==> src/rtl/fifo_wr_arbiter_if.sv <==
// Write-side bundle between producers, the arbiter and the sync_fifo_hd
// write port. master = arbiter view, slave = producers/FIFO view.
`timescale 1ns/1ps
interface fifo_wr_arbiter_if #(
  parameter int NREQ     = 2,
  parameter int DW       = 16,
  parameter int LEVLBITS = 5,
  parameter int IDBITS   = 3
);
  logic [NREQ-1:0]          req_valid;
  logic [NREQ-1:0][DW-1:0]  req_data;   // requester i in [i]
  logic [NREQ-1:0]          req_ready;
  logic [LEVLBITS-1:0]      fifo_level;
  logic                     fifo_full;
  logic                     fifo_write;
  logic [DW-1:0]            fifo_wdata;
  logic [IDBITS-1:0]        grant_id;
  logic                     busy;

  modport master (
    input  req_valid, req_data, fifo_level, fifo_full,
    output req_ready, fifo_write, fifo_wdata, grant_id, busy
  );

  modport slave (
    output req_valid, req_data, fifo_level, fifo_full,
    input  req_ready, fifo_write, fifo_wdata, grant_id, busy
  );
endinterface

==> src/rtl/fifo_wr_arbiter.sv <==
// Round-robin arbiter sharing one FIFO write port among NREQ producers.
// Occupancy includes the registered write in flight, so the FIFO is never
// written while full. Optional macro ARB_BURST_EN: a winner keeps the grant
// for up to MAXBURST consecutive transfers (LOCK state + burst counter).
`timescale 1ns/1ps
module fifo_wr_arbiter #(
  parameter int NREQ     = 2,
  parameter int DW       = 16,
  parameter int DEPTH    = 16,
  parameter int LEVLBITS = 5,
  parameter int IDBITS   = 3,
  parameter int MAXBURST = 4
) (
  input  logic clk,
  input  logic reset_n,
  input  logic enable,
  input  logic clear,
  fifo_wr_arbiter_if.master bus
);

  if (NREQ < 2 || NREQ > 8 || IDBITS < $clog2(NREQ) || MAXBURST < 1 || MAXBURST > 16)
    $error("fifo_wr_arbiter: parameter out of range");

  typedef enum logic [0:0] {IDLE, LOCK} state_t;

  state_t              state_q, state_d;
  logic [IDBITS-1:0]   ptr_q, ptr_d, win_id, nxt_id, gid_q;
  logic [NREQ-1:0]     cand, win_oh, ready_c;
  logic                found, room, xfer;
  logic [LEVLBITS:0]   occ;
  logic [DW-1:0]       win_data, wdata_q;
  logic                write_q, busy_q;
`ifdef ARB_BURST_EN
  logic [4:0]          cnt_q, cnt_d;
  logic [IDBITS-1:0]   lock_nxt;
`endif

  function automatic logic [IDBITS-1:0] inc_mod(input logic [IDBITS-1:0] id);
    return (id == IDBITS'(NREQ-1)) ? '0 : id + IDBITS'(1);
  endfunction

  // Winner select, handshake and next-state (FSM, pointer, burst counter).
  always_comb begin
    state_d = state_q;
    ptr_d   = ptr_q;
`ifdef ARB_BURST_EN
    cnt_d    = cnt_q;
    lock_nxt = inc_mod(gid_q);
    // While locked only the holder of the grant is a candidate.
    for (int i = 0; i < NREQ; i++)
      cand[i] = bus.req_valid[i] && (state_q != LOCK || IDBITS'(i) == gid_q);
`else
    cand = bus.req_valid;
`endif
    // First candidate at or above the pointer, then wrap to the bottom.
    found  = 1'b0;
    win_id = '0;
    for (int i = 0; i < NREQ; i++)
      if (!found && cand[i] && i >= int'(ptr_q)) begin
        found  = 1'b1;
        win_id = IDBITS'(i);
      end
    for (int i = 0; i < NREQ; i++)
      if (!found && cand[i]) begin
        found  = 1'b1;
        win_id = IDBITS'(i);
      end
    nxt_id   = inc_mod(win_id);
    win_oh   = '0;
    win_data = '0;
    for (int i = 0; i < NREQ; i++) begin
      win_oh[i] = found && (IDBITS'(i) == win_id);
      if (win_oh[i]) win_data = bus.req_data[i];
    end
    // Level lags the write strobe by a cycle, so count the one in flight.
    occ     = {1'b0, bus.fifo_level} + {{LEVLBITS{1'b0}}, write_q};
    room    = (occ < (LEVLBITS+1)'(DEPTH)) && !bus.fifo_full;
    xfer    = found && reset_n && enable && !clear && room;
    ready_c = xfer ? win_oh : '0;

    if (clear) begin
      state_d = IDLE;
      ptr_d   = '0;
`ifdef ARB_BURST_EN
      cnt_d   = '0;
`endif
    end else if (enable) begin
`ifdef ARB_BURST_EN
      case (state_q)
        IDLE:
          if (xfer) begin
            if (MAXBURST <= 1) ptr_d = nxt_id;
            else begin
              state_d = LOCK;
              cnt_d   = 5'd1;
            end
          end
        LOCK:
          if (!(|cand)) begin
            // Holder dropped valid: release and move past it.
            state_d = IDLE;
            ptr_d   = lock_nxt;
            cnt_d   = '0;
          end else if (xfer) begin
            if (cnt_q + 5'd1 >= 5'(MAXBURST)) begin
              state_d = IDLE;
              ptr_d   = nxt_id;
              cnt_d   = '0;
            end else cnt_d = cnt_q + 5'd1;
          end
        default: state_d = IDLE;
      endcase
`else
      case (state_q)
        IDLE:    if (xfer) ptr_d = nxt_id;
        default: state_d = IDLE;
      endcase
`endif
    end
  end

  // Arbitration state register.
  always_ff @(posedge clk or negedge reset_n) begin
    if (!reset_n) begin
      state_q <= IDLE;
      ptr_q   <= '0;
`ifdef ARB_BURST_EN
      cnt_q   <= '0;
`endif
    end else begin
      state_q <= state_d;
      ptr_q   <= ptr_d;
`ifdef ARB_BURST_EN
      cnt_q   <= cnt_d;
`endif
    end
  end

  // Registered FIFO write port and back-pressure flag.
  always_ff @(posedge clk or negedge reset_n) begin
    if (!reset_n) begin
      write_q <= 1'b0;
      wdata_q <= '0;
      gid_q   <= '0;
      busy_q  <= 1'b0;
    end else begin
      write_q <= xfer;
      busy_q  <= (|bus.req_valid) && !xfer;
      if (xfer) begin
        wdata_q <= win_data;
        gid_q   <= win_id;
      end
    end
  end

  assign bus.req_ready  = ready_c;
  assign bus.fifo_write = write_q;
  assign bus.fifo_wdata = wdata_q;
  assign bus.grant_id   = gid_q;
  assign bus.busy       = busy_q;

endmodule

==> src/flat_wrapper.sv <==
// flat-port wrapper written by rule: the top's interface ports become plain ports
module fifo_wr_arbiter_flat 
#(
  parameter int NREQ     = 2,
  parameter int DW       = 16,
  parameter int DEPTH    = 16,
  parameter int LEVLBITS = 5,
  parameter int IDBITS   = 3,
  parameter int MAXBURST = 4
)
  (clk, reset_n, enable, clear, bus_req_valid, bus_req_data, bus_fifo_level, bus_fifo_full, bus_req_ready, bus_fifo_write, bus_fifo_wdata, bus_grant_id, bus_busy);
  fifo_wr_arbiter_if #(.NREQ(NREQ), .DW(DW), .LEVLBITS(LEVLBITS), .IDBITS(IDBITS)) bus_i ();
  input  logic clk;
  input  logic reset_n;
  input  logic enable;
  input  logic clear;
  input wire logic [$bits(bus_i.req_valid)-1:0] bus_req_valid;
  input wire logic [$bits(bus_i.req_data)-1:0] bus_req_data;
  input wire logic [$bits(bus_i.fifo_level)-1:0] bus_fifo_level;
  input wire logic [$bits(bus_i.fifo_full)-1:0] bus_fifo_full;
  output wire logic [$bits(bus_i.req_ready)-1:0] bus_req_ready;
  output wire logic [$bits(bus_i.fifo_write)-1:0] bus_fifo_write;
  output wire logic [$bits(bus_i.fifo_wdata)-1:0] bus_fifo_wdata;
  output wire logic [$bits(bus_i.grant_id)-1:0] bus_grant_id;
  output wire logic [$bits(bus_i.busy)-1:0] bus_busy;
  assign bus_i.req_valid = bus_req_valid;
  assign bus_i.req_data = bus_req_data;
  assign bus_i.fifo_level = bus_fifo_level;
  assign bus_i.fifo_full = bus_fifo_full;
  assign bus_req_ready = bus_i.req_ready;
  assign bus_fifo_write = bus_i.fifo_write;
  assign bus_fifo_wdata = bus_i.fifo_wdata;
  assign bus_grant_id = bus_i.grant_id;
  assign bus_busy = bus_i.busy;
  fifo_wr_arbiter #(.NREQ(NREQ), .DW(DW), .DEPTH(DEPTH), .LEVLBITS(LEVLBITS), .IDBITS(IDBITS), .MAXBURST(MAXBURST)) u_core (.clk(clk), .reset_n(reset_n), .enable(enable), .clear(clear), .bus(bus_i));
endmodule
==> config.mk <==
export PLATFORM = sky130hd
export DESIGN_NAME = fifo_wr_arbiter_flat
export DESIGN_NICKNAME = d
export VERILOG_FILES = /design/src/rtl/fifo_wr_arbiter_if.sv /design/src/rtl/fifo_wr_arbiter.sv /design/src/flat_wrapper.sv
export SDC_FILE = /design/constraint.sdc
export NUM_CORES = 1
export LEC_CHECK = 0
export CAP_MARGIN = 20
export CORE_AREA = 8 8 69 71
export DETAILED_ROUTE_END_ITERATION = 8
export DIE_AREA = 0 0 77 79
export PLACE_DENSITY = 0.66
export SLEW_MARGIN = 15
export SYNTH_ARGS = -nofsm -noshare
export SYNTH_HDL_FRONTEND = slang
export SYNTH_SLANG_ARGS = --single-unit
export TNS_END_PERCENT = 50
==> constraint.sdc <==
create_clock -name clk -period 2.15 [get_ports clk]
set_clock_uncertainty 0.1 [all_clocks]
set_input_delay 0.3225 -clock clk [delete_from_list [all_inputs] [get_ports clk]]
set_output_delay 0.3225 -clock clk [all_outputs]
set_load 0.005 [all_outputs]
==> impl_summary.md <==
Status
The flow ran to the end, and the final reports show no timing, DRC or antenna violations.

CTS
The clock insertion delay at the later pin of the skew report is 0.25 ns. The depth of the CTS H-tree is 1. After clock tree synthesis, the flow added hold-fix buffers numbering 0.

Buffers inserted during clock tree synthesis total 3. TritonCTS built the clock tree. The clock edge transition at the registers on the reported setup and hold paths is 0.08 ns.

The maximum buffer depth of the clock tree is 2. The number of clock sinks is 20. The library cell used as clock root buffer is sky130_fd_sc_hd__clkbuf_8.

Floorplanning
The die covers 6080 um^2. The core area is 3800 um^2. The die extent in y is 79 um. For this design the top-level I/O count stands at 67. The initial core utilization is 27.7%. The initialized floorplan defines 23 standard-cell rows. From left edge to right edge, the die measures 77 um.

Critical path
The nature of the critical path startpoint is a primary input. The slowest cell on the critical path is sky130_fd_sc_hd__clkdlybuf4s50_1. The most critical setup path has its startpoint at reset_n. The worst flop-to-flop path startpoint is u_core.bus.fifo_write.

Traced cell by cell, the critical path runs through clkdlybuf4s50_1 > nand4bb_4 > a2111oi_4 > buf_4 > and3_1 > buf_2. The worst stage delay on the critical path is 0.54 ns. Data on the critical path is required at its endpoint by 1.73 ns. The top fanout value on the critical path is 3. The element type at the critical path end is an output port. The critical path is of the primary input to output port type. The data arrival time of the critical path is 1.66 ns.

Power
The analysis attributes to cell leakage a power of 0.000788 uW. The maximum resistive drop on vdd is 0.346 mV. The portion of total power attributed to combinational logic is 31.0%. The total power divided by cell area is 653 nW/um^2. The relative contribution of the clock network to total power is 29.9%. The internal power of the cells totals 963 uW. The net switching share of the total power is 21.9%. Sequential cells account for 39.0% of the total power. The power dissipated by switching net loads is 270 uW.

GRT
The initial antenna violation count is 0. The total routing resource utilization after global routing is 11.4%. Global routing finished with a remaining overflow of 0. The number of global-route vias before repair was 1109.

The first global-routing pass estimated 5.63 mm of wire. The maximum number of pins on one net before global-route repair is 21.

Route
The antenna violation net count after detailed routing is 0. The vias after detailed routing is 956. For this block, the initial DRC count from the detailed router was 57.

The routed length per placed instance is 17.3 um. After detailed routing, the number of remaining DRC violations is 0. Dividing the detail-routed via count by the number of cells gives 4.66. For this block, the routed nets add up to 3.55 mm of wire. The first detailed-routing pass took 4 iterations.

Min path
The classification of the worst-slack hold path is register to register. The critical hold path startpoint is u_core.bus.fifo_wdata[4].

Placed design
The number of port buffers is 64. The weighted congestion reported at the end of routability-driven placement is 0.763. The placed instance area is 1800 um^2. The final HPWL from detailed placement is 2.85 mm.

Synth
After technology mapping, the gate count stands at 79. The fraction of the mapped netlist area in compound gates is 20.8%. By area, the combinational part of the netlist is dominated by compound AO/OA/AOI/OAI gates. The number of different library cells in the post-synthesis netlist is 22. The synthesized flop and latch total is 20. In this run the cell area of the synthesized design comes to 1050 um^2.

The synthesized netlist devotes 0% of its cell area to adder and majority cells. The sequential fraction of the synthesis area is 47.5%. The xor and xnor area share after synthesis is 0%. The average size of a mapped cell is 13.3 um^2. The total number of yosys warnings is 0. The share of synthesized area spent on multiplexers is 18.1%. The area share of and/or/nand/nor cells after synthesis is 7.13%.

STA
The max-slew violation count is 0. Setup violations remaining at the end of the flow were counted as 0. The worst hold margin is 0.411 ns. For this run, the top clock speed supported by timing is 479 MHz.

The number of hold violations in the final report was 0. The clock period minus final worst setup slack is 2.09 ns. Setup repair after global routing left no endpoint under its margin. The share of the clock period used by the worst path is 97.1%.

Final layout
The post-route netlist has 25.8% of its cells at a drive strength greater than 1. The area growth from synthesis to final layout is 79.2%. After routing the design area is 1890 um^2.

Fill cells in the final layout number 366. The count of nets after finishing is 200. The number of inserted diodes is 0.

Flow run
Max-cap violations in this run came to 0.
==> power by group through the flow <==
stage / Clock [uW] / Sequential [uW] / Combinational, uW
2_1_floorplan: 0 / 493 / 108
3_3_place_gp: 0 / 485 / 381
3_5_place_dp: 0 / 490 / 388
4_1_cts: 384 / 483 / 391
5_1_grt: 399 / 492 / 410
6_report: 369 / 481 / 383
==> cell families after synthesis <==
group,Yosys count
multiplexers,17
buffers and inverters,11
other,1
AO/OA/AOI/OAI,21
flip-flops,20
AND/OR/NAND/NOR,9
==> worst paths after layout <==
| kind | slack [ns] | cells after the start | end |
|---|---|---|---|
| min in group asynchronous | 0.42 | 2 | u_core.bus.fifo_wdata[5] |
| min | 0.41 | 1 | u_core.bus.fifo_wdata[4] |
| max in group asynchronous | 1.31 | 2 | u_core.bus.fifo_wdata[14] |
| min reg2reg | 0.41 | 1 | u_core.bus.fifo_wdata[4] |
| max | 0.06 | 6 | bus_req_ready[1] |
| max reg2reg | 0.21 | 6 | u_core.bus.fifo_wdata[3] |
==> layer usage <==
metal | global-route usage, % | wire (um) | up-vias | part of all wire [%]
met1 | 12.8 | 1400 | 465 | 39
met4 | 4.91 | 72 | 0 | 2.0
met5 | 0 | 0 | - | 0
li1 | - | - | 460 | -
met2 | 20.4 | 1910 | 27 | 54
met3 | 2.82 | 164 | 4 | 4.6
==> cells in the mapped netlist, drive strengths merged <==
cell type / count / area [um^2]
conb: 1 / 3.75
and4: 1 / 11.3
o21ai: 1 / 5.00
nand2: 1 / 3.75
nor2: 2 / 7.51
a211oi: 1 / 7.51
mux2i: 1 / 10.0
and3: 1 / 6.26
a2111o: 1 / 11.3
a32o: 16 / 160
a21boi: 1 / 7.51
mux2: 16 / 180
dfrtp: 20 / 500
nand2b: 2 / 12.5
inv: 2 / 7.51
a2111oi: 1 / 27.5
clkbuf: 4 / 15.0
nand4bb: 1 / 27.5
buf: 5 / 42.5
and2: 1 / 6.26
==> sequential cells by signal (all words and copies together) (netlist names) <==
register and flops:
u_core.bus.grant_id 1, u_core.bus.busy 1, u_core.bus.fifo_wdata 16, u_core.bus.fifo_write 1
u_core.ptr_q 1
==> repair_timing <==
item                                   4_1_cts  5_1_grt
setup endpoints to repair                    2        1
pin swaps                                    4        1
resized for setup                            5        0
setup buffers                                3        0
endpoints found under the hold margin        0        0
==> worst max-delay path: cells and delay by family <==
| family | cells | cell delay (ns) |
|---|---|---|
| AOI/OAI and AO/OA | 1 | 0.22 |
| and+or+nand+nor | 2 | 0.29 |
| buffers and inverters | 3 | 0.83 |
==> final cells by class <==
cell class / instances / area, um^2 / share of cell area (%)
clock buffer: 3 / 41.3 / 2.19
clock inverter: 1 / 30.0 / 1.59
inverter: 2 / 7.51 / 0.398
multi-input combinational: 49 / 492 / 26.0
sequential: 20 / 500 / 26.5
tap: 50 / 62.6 / 3.31
timing repair buffer: 80 / 754 / 40.0
==> cells in the final DEF (no fill, tap or decap), drive strengths merged <==
cell type / Yosys / layout
inv: 2 / 2
nand4bb: 1 / 1
mux2: 16 / 16
and4: 1 / 1
dfrtp: 20 / 20
o21ai: 1 / 1
a211oi: 1 / 1
mux2i: 1 / 1
a32o: 16 / 16
buf: 5 / 17
and2: 1 / 1
a2111oi: 1 / 1
clkbuf: 4 / 3
nand2: 1 / 1
conb: 1 / 2
and3: 1 / 1
a2111o: 1 / 1
nand2b: 2 / 2
nor2: 2 / 2
bufinv: 0 / 1
dlygate4sd2: 0 / 1
a21boi: 1 / 1
clkdlybuf4s50: 0 / 62
==> metrics by stage <==
step                util [%]  TNS (ns)  std cells  setup WS (ns)  power, uW
global route            49.7         0        205       0.000294       1300
global placement        47.4     -2.86        198         -0.416        867
CTS                     49.7         0        205         0.0263       1260
detailed placement      47.4     -3.42        198         -0.437        878
finish                  49.7         0        205         0.0634       1230
floorplan                  -         0         80          0.388        602
Power figures use the tool's default switching activity.
